<file path="config.mk">
export PLATFORM = sky130hd
export DESIGN_NAME = serial_subtractor_flat
export DESIGN_NICKNAME = d
export VERILOG_FILES = /design/src/rtl/serial_subtractor_if.sv /design/src/rtl/serial_subtractor.sv /design/src/flat_wrapper.sv
export SDC_FILE = /design/constraint.sdc
export NUM_CORES = 1
export LEC_CHECK = 0
export CAP_MARGIN = 0
export CORE_MARGIN = 2
export CORE_UTILIZATION = 55
export CTS_BUF_LIST = sky130_fd_sc_hd__clkbuf_8
export DETAILED_ROUTE_END_ITERATION = 10
export GPL_TIMING_DRIVEN = 0
export HOLD_SLACK_MARGIN = 0.08
export PLACE_DENSITY = 0.85
export SLEW_MARGIN = 30
export SYNTH_ARGS = -nofsm -noshare
export SYNTH_HDL_FRONTEND = slang
export SYNTH_SLANG_ARGS = --single-unit
</file>
<file path="constraint.sdc">
create_clock -name clk -period 3.24 [get_ports clk]
set_clock_uncertainty 0.1 [all_clocks]
set_input_delay 0.648 -clock clk [delete_from_list [all_inputs] [get_ports clk]]
set_output_delay 0.648 -clock clk [all_outputs]
set_load 0.01 [all_outputs]
</file>
<file path="src/rtl/serial_subtractor_if.sv">
// serial_subtractor_if -- request/result bundle for the bit-serial subtractor.
//   master : drives start, a, b, bin; observes busy, done, diff, bout
//   slave  : the subtractor itself
interface serial_subtractor_if #(parameter int WIDTH = 8);
  logic             start;
  logic [WIDTH-1:0] a;
  logic [WIDTH-1:0] b;
  logic             bin;
  logic             busy;
  logic             done;
  logic [WIDTH-1:0] diff;
  logic             bout;

  modport master (output start, a, b, bin, input  busy, done, diff, bout);
  modport slave  (input  start, a, b, bin, output busy, done, diff, bout);
endinterface

</file>
<file path="src/rtl/serial_subtractor.sv">
// serial_subtractor -- bit-serial WIDTH-bit subtractor, LSB first, one
// full-subtractor step per clock with a registered borrow.
//   clk    : clock, rising edge
//   rst_n  : synchronous active-low reset
//   bus    : slave side of serial_subtractor_if
//            start/a/b/bin in; busy (RUN), done (1-cycle pulse),
//            diff/bout (last completed result, held) out
module serial_subtractor #(
  parameter int WIDTH = 8
) (
  input  logic                 clk,
  input  logic                 rst_n,
  serial_subtractor_if.slave   bus
);
  localparam int CW = (WIDTH > 2) ? $clog2(WIDTH) : 1;

  typedef enum logic [1:0] {IDLE, RUN, DONE} state_t;

  state_t           state_q;
  logic [WIDTH-1:0] sa_q, sb_q, sr_q, diff_q;
  logic             br_q, bout_q;
  logic [CW-1:0]    cnt_q;

  // full-subtractor cell on the current LSBs
  logic             d_bit, bnext;
  logic [WIDTH-1:0] sr_d;
  always_comb begin
    d_bit = sa_q[0] ^ sb_q[0] ^ br_q;
    bnext = (~sa_q[0] & sb_q[0]) | (~(sa_q[0] ^ sb_q[0]) & br_q);
    sr_d  = {d_bit, sr_q[WIDTH-1:1]};
  end

  always_ff @(posedge clk) begin
    if (!rst_n) begin
      state_q <= IDLE;
      sa_q    <= '0;
      sb_q    <= '0;
      sr_q    <= '0;
      br_q    <= 1'b0;
      cnt_q   <= '0;
      diff_q  <= '0;
      bout_q  <= 1'b0;
    end else begin
      case (state_q)
        // DONE hands back to IDLE on its exit edge; that edge also serves as
        // the idle accept so a held start yields one result per WIDTH+1 clks.
        IDLE, DONE: begin
          if (bus.start) begin
            sa_q    <= bus.a;
            sb_q    <= bus.b;
            br_q    <= bus.bin;
            sr_q    <= '0;
            cnt_q   <= '0;
            state_q <= RUN;
          end else begin
            state_q <= IDLE;
          end
        end
        RUN: begin
          sr_q  <= sr_d;
          sa_q  <= sa_q >> 1;
          sb_q  <= sb_q >> 1;
          br_q  <= bnext;
          cnt_q <= cnt_q + 1'b1;
          if (cnt_q == CW'(WIDTH-1)) begin
            diff_q  <= sr_d;
            bout_q  <= bnext;
            state_q <= DONE;
          end
        end
        default: state_q <= IDLE;
      endcase
    end
  end

  assign bus.busy = (state_q == RUN);
  assign bus.done = (state_q == DONE);
  assign bus.diff = diff_q;
  assign bus.bout = bout_q;
endmodule
</file>
<file path="src/flat_wrapper.sv">
// flat-port wrapper written by rule: the top's interface ports become plain ports
module serial_subtractor_flat 
#(
  parameter int WIDTH = 8
)
  (clk, rst_n, bus_start, bus_a, bus_b, bus_bin, bus_busy, bus_done, bus_diff, bus_bout);
  serial_subtractor_if #(.WIDTH(WIDTH)) bus_i ();
  input  logic clk;
  input  logic rst_n;
  input wire logic [$bits(bus_i.start)-1:0] bus_start;
  input wire logic [$bits(bus_i.a)-1:0] bus_a;
  input wire logic [$bits(bus_i.b)-1:0] bus_b;
  input wire logic [$bits(bus_i.bin)-1:0] bus_bin;
  output wire logic [$bits(bus_i.busy)-1:0] bus_busy;
  output wire logic [$bits(bus_i.done)-1:0] bus_done;
  output wire logic [$bits(bus_i.diff)-1:0] bus_diff;
  output wire logic [$bits(bus_i.bout)-1:0] bus_bout;
  assign bus_i.start = bus_start;
  assign bus_i.a = bus_a;
  assign bus_i.b = bus_b;
  assign bus_i.bin = bus_bin;
  assign bus_busy = bus_i.busy;
  assign bus_done = bus_i.done;
  assign bus_diff = bus_i.diff;
  assign bus_bout = bus_i.bout;
  serial_subtractor #(.WIDTH(WIDTH)) u_core (.clk(clk), .rst_n(rst_n), .bus(bus_i));
endmodule
</file>
Word-level counts from Yosys, hierarchy flattened
Index checks and enable logic that the tools add are counted.
W data, S select, Z words.
Operators by class
  bitwise logic cells: 7
  equal/unequal tests: 5
  reduce and logical (&&, ||, !) cells: 5
  $add $sub $neg: 1
  multiplexer cells: 13
Operators with widths (count)
  $pmux W8 S2: 3
  $mux W8: 3
  $pmux W3 S2: 1
  $pmux W2 S2: 1
  $reduce_and A2 Y1: 2
  $add A3 B1 Y3 const B: 1
  $eq A3 B3 Y1 const B: 1
  $mux W3: 1
  $and A1 B1 Y1: 2
  $eq A2 B1 Y1 const B: 1
  $eq A2 B2 Y1 const B: 1
  $logic_not A2 Y1: 1
  $mux W1: 2
  $mux W2: 1
  $ne A2 B1 Y1 const B: 1
  $ne A2 B2 Y1 const B: 1
  $not A1 Y1: 2
  $pmux W1 S2: 1
  $reduce_bool A2 Y1: 1
  $reduce_or A2 Y1: 1
  $xor A1 B1 Y1: 2
  $or A1 B1 Y1: 1
Word-level totals
  logic and storage cells: 39
  bits in registers: 39
  bits of input ports: 20
  output and inout bits: 11

Depth between registers and ports, before layout
  word-level depth: 5
  depth in mapped cells: 6
  mapped depth without buffers: 5

Least setup slack after synthesis
No wires, ideal clock.
  kind: register to output
  start: register u_core.state_q[1]
  end: output port bus_busy
  cell stages (with the launch flop): 5
  arrival: 0.786 ns
  path buffers: 2
  path slack: 1.706 ns
  cell sequence: dfxtp_1 > nand2b_1 > buf_6 > clkinv_2 > buf_2
Between the ends
  word-level cells in the longest chain between the ends: 1
Ends and longest elaborated chain
  from (decl): RTL line serial_subtractor.sv:19  | state_t state_q;
  from (signal assigned): RTL line serial_subtractor.sv:35  | state_q <= IDLE;
  from (signal assigned): RTL line serial_subtractor.sv:54  | state_q <= RUN;
  from (signal assigned): RTL line serial_subtractor.sv:56  | state_q <= IDLE;
  $eq A2 B1 Y1: RTL line serial_subtractor.sv:76  | assign bus.busy = (state_q == RUN);
  to (decl): RTL line flat_wrapper.sv:14  | output wire logic [$bits(bus_i.busy)-1:0] bus_busy;
Every way passes these cells.

Worst setup path after layout
  start: register u_core.state_q[0]
  end: output port bus_busy
The elaborated chain is that of the path after synthesis.

==> reports/metrics.cfg <==
[status]
status = complete, no violations

[place]
io_buffers = 30
place.gp.congestion = 0.771
post-place-ws_ns = 1.05
dpl.hpwl_um = 2590

[worst_setup_path]
crit_slowest_cell = clkdlybuf4s50_1
start_kind = flip-flop
r2r_cells = 5
crit_path_max_incr_delay_ns = 0.58
cp_cell_sequence = nand2b_1 -> buf_6 -> clkinv_2 -> buf_2 -> clkdlybuf4s50_1
crit_required_ns = 2.49
r2r_start = u_core.cnt_q[0]
critical_path_class = reg -> out
path_max_fanout = 10
reg2reg_slack_ns = 1.66
cp-end-kind = output port
r2r-end = u_core.bus.diff[5]
cp.arrival_ns = 1.76

[detailed_routing]
firstDrtPassIters = 4
drt-initial-drc-count = 68
final_antenna_net_count = 0
drcViolationCount = 0
post_drt_wl_per_cell_um = 13.5
vias = 1448
wl_um = 3480
post_drt_via_cell_ratio = 5.61

[clock_network]
cts-htree-levels = 2
cts_max_path_buffers = 2
cts_tree = done
path_clk_slew_ns = 0.07
clock_sink_count = 38
cts_setup_buffers = 0
clock_latency_ns = 0.29
cts.repair.resized = 0
cts_root_buf = clkbuf_8
cts_made_buffers = 5
cts_hold_buffers = 0

[global_routing]
antenna_found_initial = 0
grt_pass1_wl_um = 6240
grt_pass1_vias = 1443
grt.total_usage_pct = 24.3
grt_start_max_net_pins = 12
grt.overflow.total = 0

[sta]
slew_headroom_pct = 69.8
setup_slack_ns = 0.734
worst_slew_pin_slew_ns = 0.453
setup_viol = 0
min_period_ns = 2.51
period_share_pct = 77.4
setup_tns_ns = 0
rsz0062_at_grt = no
report.final.slew_viol_count = 0
fmax_mhz = 399
hold_violations = 0

[synthesis]
synthTopCellsByArea = dfxtp_1, nand2_1, a21oi_1
syn_area_per_cell_um2 = 8.14
synth_fp_nets = 213
ys_seq_area_share_pct = 49.2
synth_top_area_share_pct = 49.2
yosys_warnings = 0
synth_largest_area_cell = dfxtp_1
syn-instance-count = 190
netlist_area_um2 = 1550
synth_cell_type_count = 23
synth_seq_cells = 38

[power_and_ir_drop]
p_seq_share_pct = 53.8
power_frac_comb_pct = 13.9
p_leak_nw = 0.706
swShare_pct = 25.8
finalPower_mw = 0.935
internal_power_mw = 0.694
power_switching_mw = 0.241
p_clk_share_pct = 32.3
powerDensity_nw_per_um2 = 476
peakVddDrop_uv = 463

[floorplanning]
io_pins = 31
die_area_um2 = 3250
die_h_um = 57.0
fp-row-count = 19
core_um2 = 2710
start_util_pct = 57.1
die-width_um = 57.0

[layout]
drive_above_1_share_pct = 9.25
final_cell_mix = nand2_1, dfxtp_1, clkdlybuf4s50_1
layout_commonest_cell = nand2_1
n_fill_cell = 227
n_antenna_cell = 0
fin_nets = 250
area_delta_synth_final_pct = 27.0

[min_path]
whs_endpoint = u_core.bus.diff[4]
hp-class = reg -> reg
hp-start = u_core.bus.diff[4]
hold_path_depth = 2

[job]
maxCapViolCount = 0

sequential cells by signal, summed over array words and instances, names as in the netlist:
signal / cells
u_core.sr_q: 7
u_core.sb_q: 8
u_core.state_q: 2
u_core.bus.bout: 1
u_core.sa_q: 8
u_core.cnt_q: 3
u_core.bus.diff: 8
u_core.br_q: 1
logic make-up (layout without fill, tap and decap cells):
kind of cell	Yosys count	in the layout	share of synthesized area [%]
AND/OR/NAND/NOR	76	76	21.2
flip-flops	38	38	49.2
buffers and inverters	20	57	7.12
AO/OA/AOI/OAI	53	53	19.6
adder cells (fa/ha/maj)	3	3	2.91
cell usage after synthesis:
cell and count:
nand3_1 21, inv_1 3, nand3b_1 1, ha_1 2, nand2b_1 3, a21oi_1 21, o21a_1 1, a311oi_2 1
o21ai_0 14, a21oi_2 1, a31oi_1 14, dfxtp_1 38, clkbuf_1 4, clkinv_2 1, buf_4 3, fa_1 1
nor2_1 2, buf_1 1, buf_6 2, buf_2 6, nand2_1 47, nor2b_1 2, a2bb2oi_1 1
worst max-delay path by stage:
stage / startpoint / cells past startpoint / end / slack (ns)
3_3_place_gp: u_core.state_q[0] / 5 / bus_busy / 1.11
2_1_floorplan: u_core.state_q[1] / 4 / bus_busy / 1.71
4_1_cts: u_core.state_q[0] / 5 / bus_busy / 0.73
5_1_grt: u_core.state_q[0] / 5 / bus_busy / 0.63
3_5_place_dp: u_core.state_q[0] / 5 / bus_busy / 1.05
6_report: u_core.state_q[0] / 5 / bus_busy / 0.73
per-stage QoR:
stage	hold slack, ns	util [%]	cells	area, um^2
2_1_floorplan	0.344	-	190	1550
3_3_place_gp	0.342	69.6	251	1890
3_5_place_dp	0.347	69.6	251	1890
4_1_cts	0.357	72.5	258	1960
5_1_grt	0.382	72.5	258	1960
6_report	0.352	72.5	258	1960
routing by layer:
metal | GRT usage, % | vias up | share of wire (%)
met3 | 7.26 | 11 | 5.0
met5 | 0 | - | 0
met2 | 43.3 | 39 | 51
li1 | - | 720 | -
met4 | 7.64 | 0 | 2.4
met1 | 27.9 | 678 | 42
power by group through the flow:
| stage | sequential [mW] | combinational, mW | clock (mW) |
|---|---|---|---|
| floorplan | 0.510 | 0.0814 | 0 |
| global placement | 0.512 | 0.123 | 0 |
| detailed placement | 0.514 | 0.129 | 0 |
| CTS | 0.503 | 0.130 | 0.304 |
| global route | 0.506 | 0.145 | 0.331 |
| finish | 0.503 | 0.130 | 0.302 |
final cells by class:
type	instances	area [um^2]	share of cell area, %
clock buffers	5	68.8	3.50
flip-flops and latches	38	761	38.7
repair buffers	30	300	15.3
inverters	4	16.3	0.828
plain buffers	16	93.8	4.78
clock inverters	2	10.0	0.510
multi-input cells	132	676	34.4
well taps	31	38.8	1.97
worst max-delay path, delay by kind of cell, from the launching register on:
family | cells | cell delay, ns
flops | 1 | 0.39
simple gates | 1 | 0.09
buf+inv | 4 | 0.99
No activity file was read; power rests on OpenSTA's default activity.
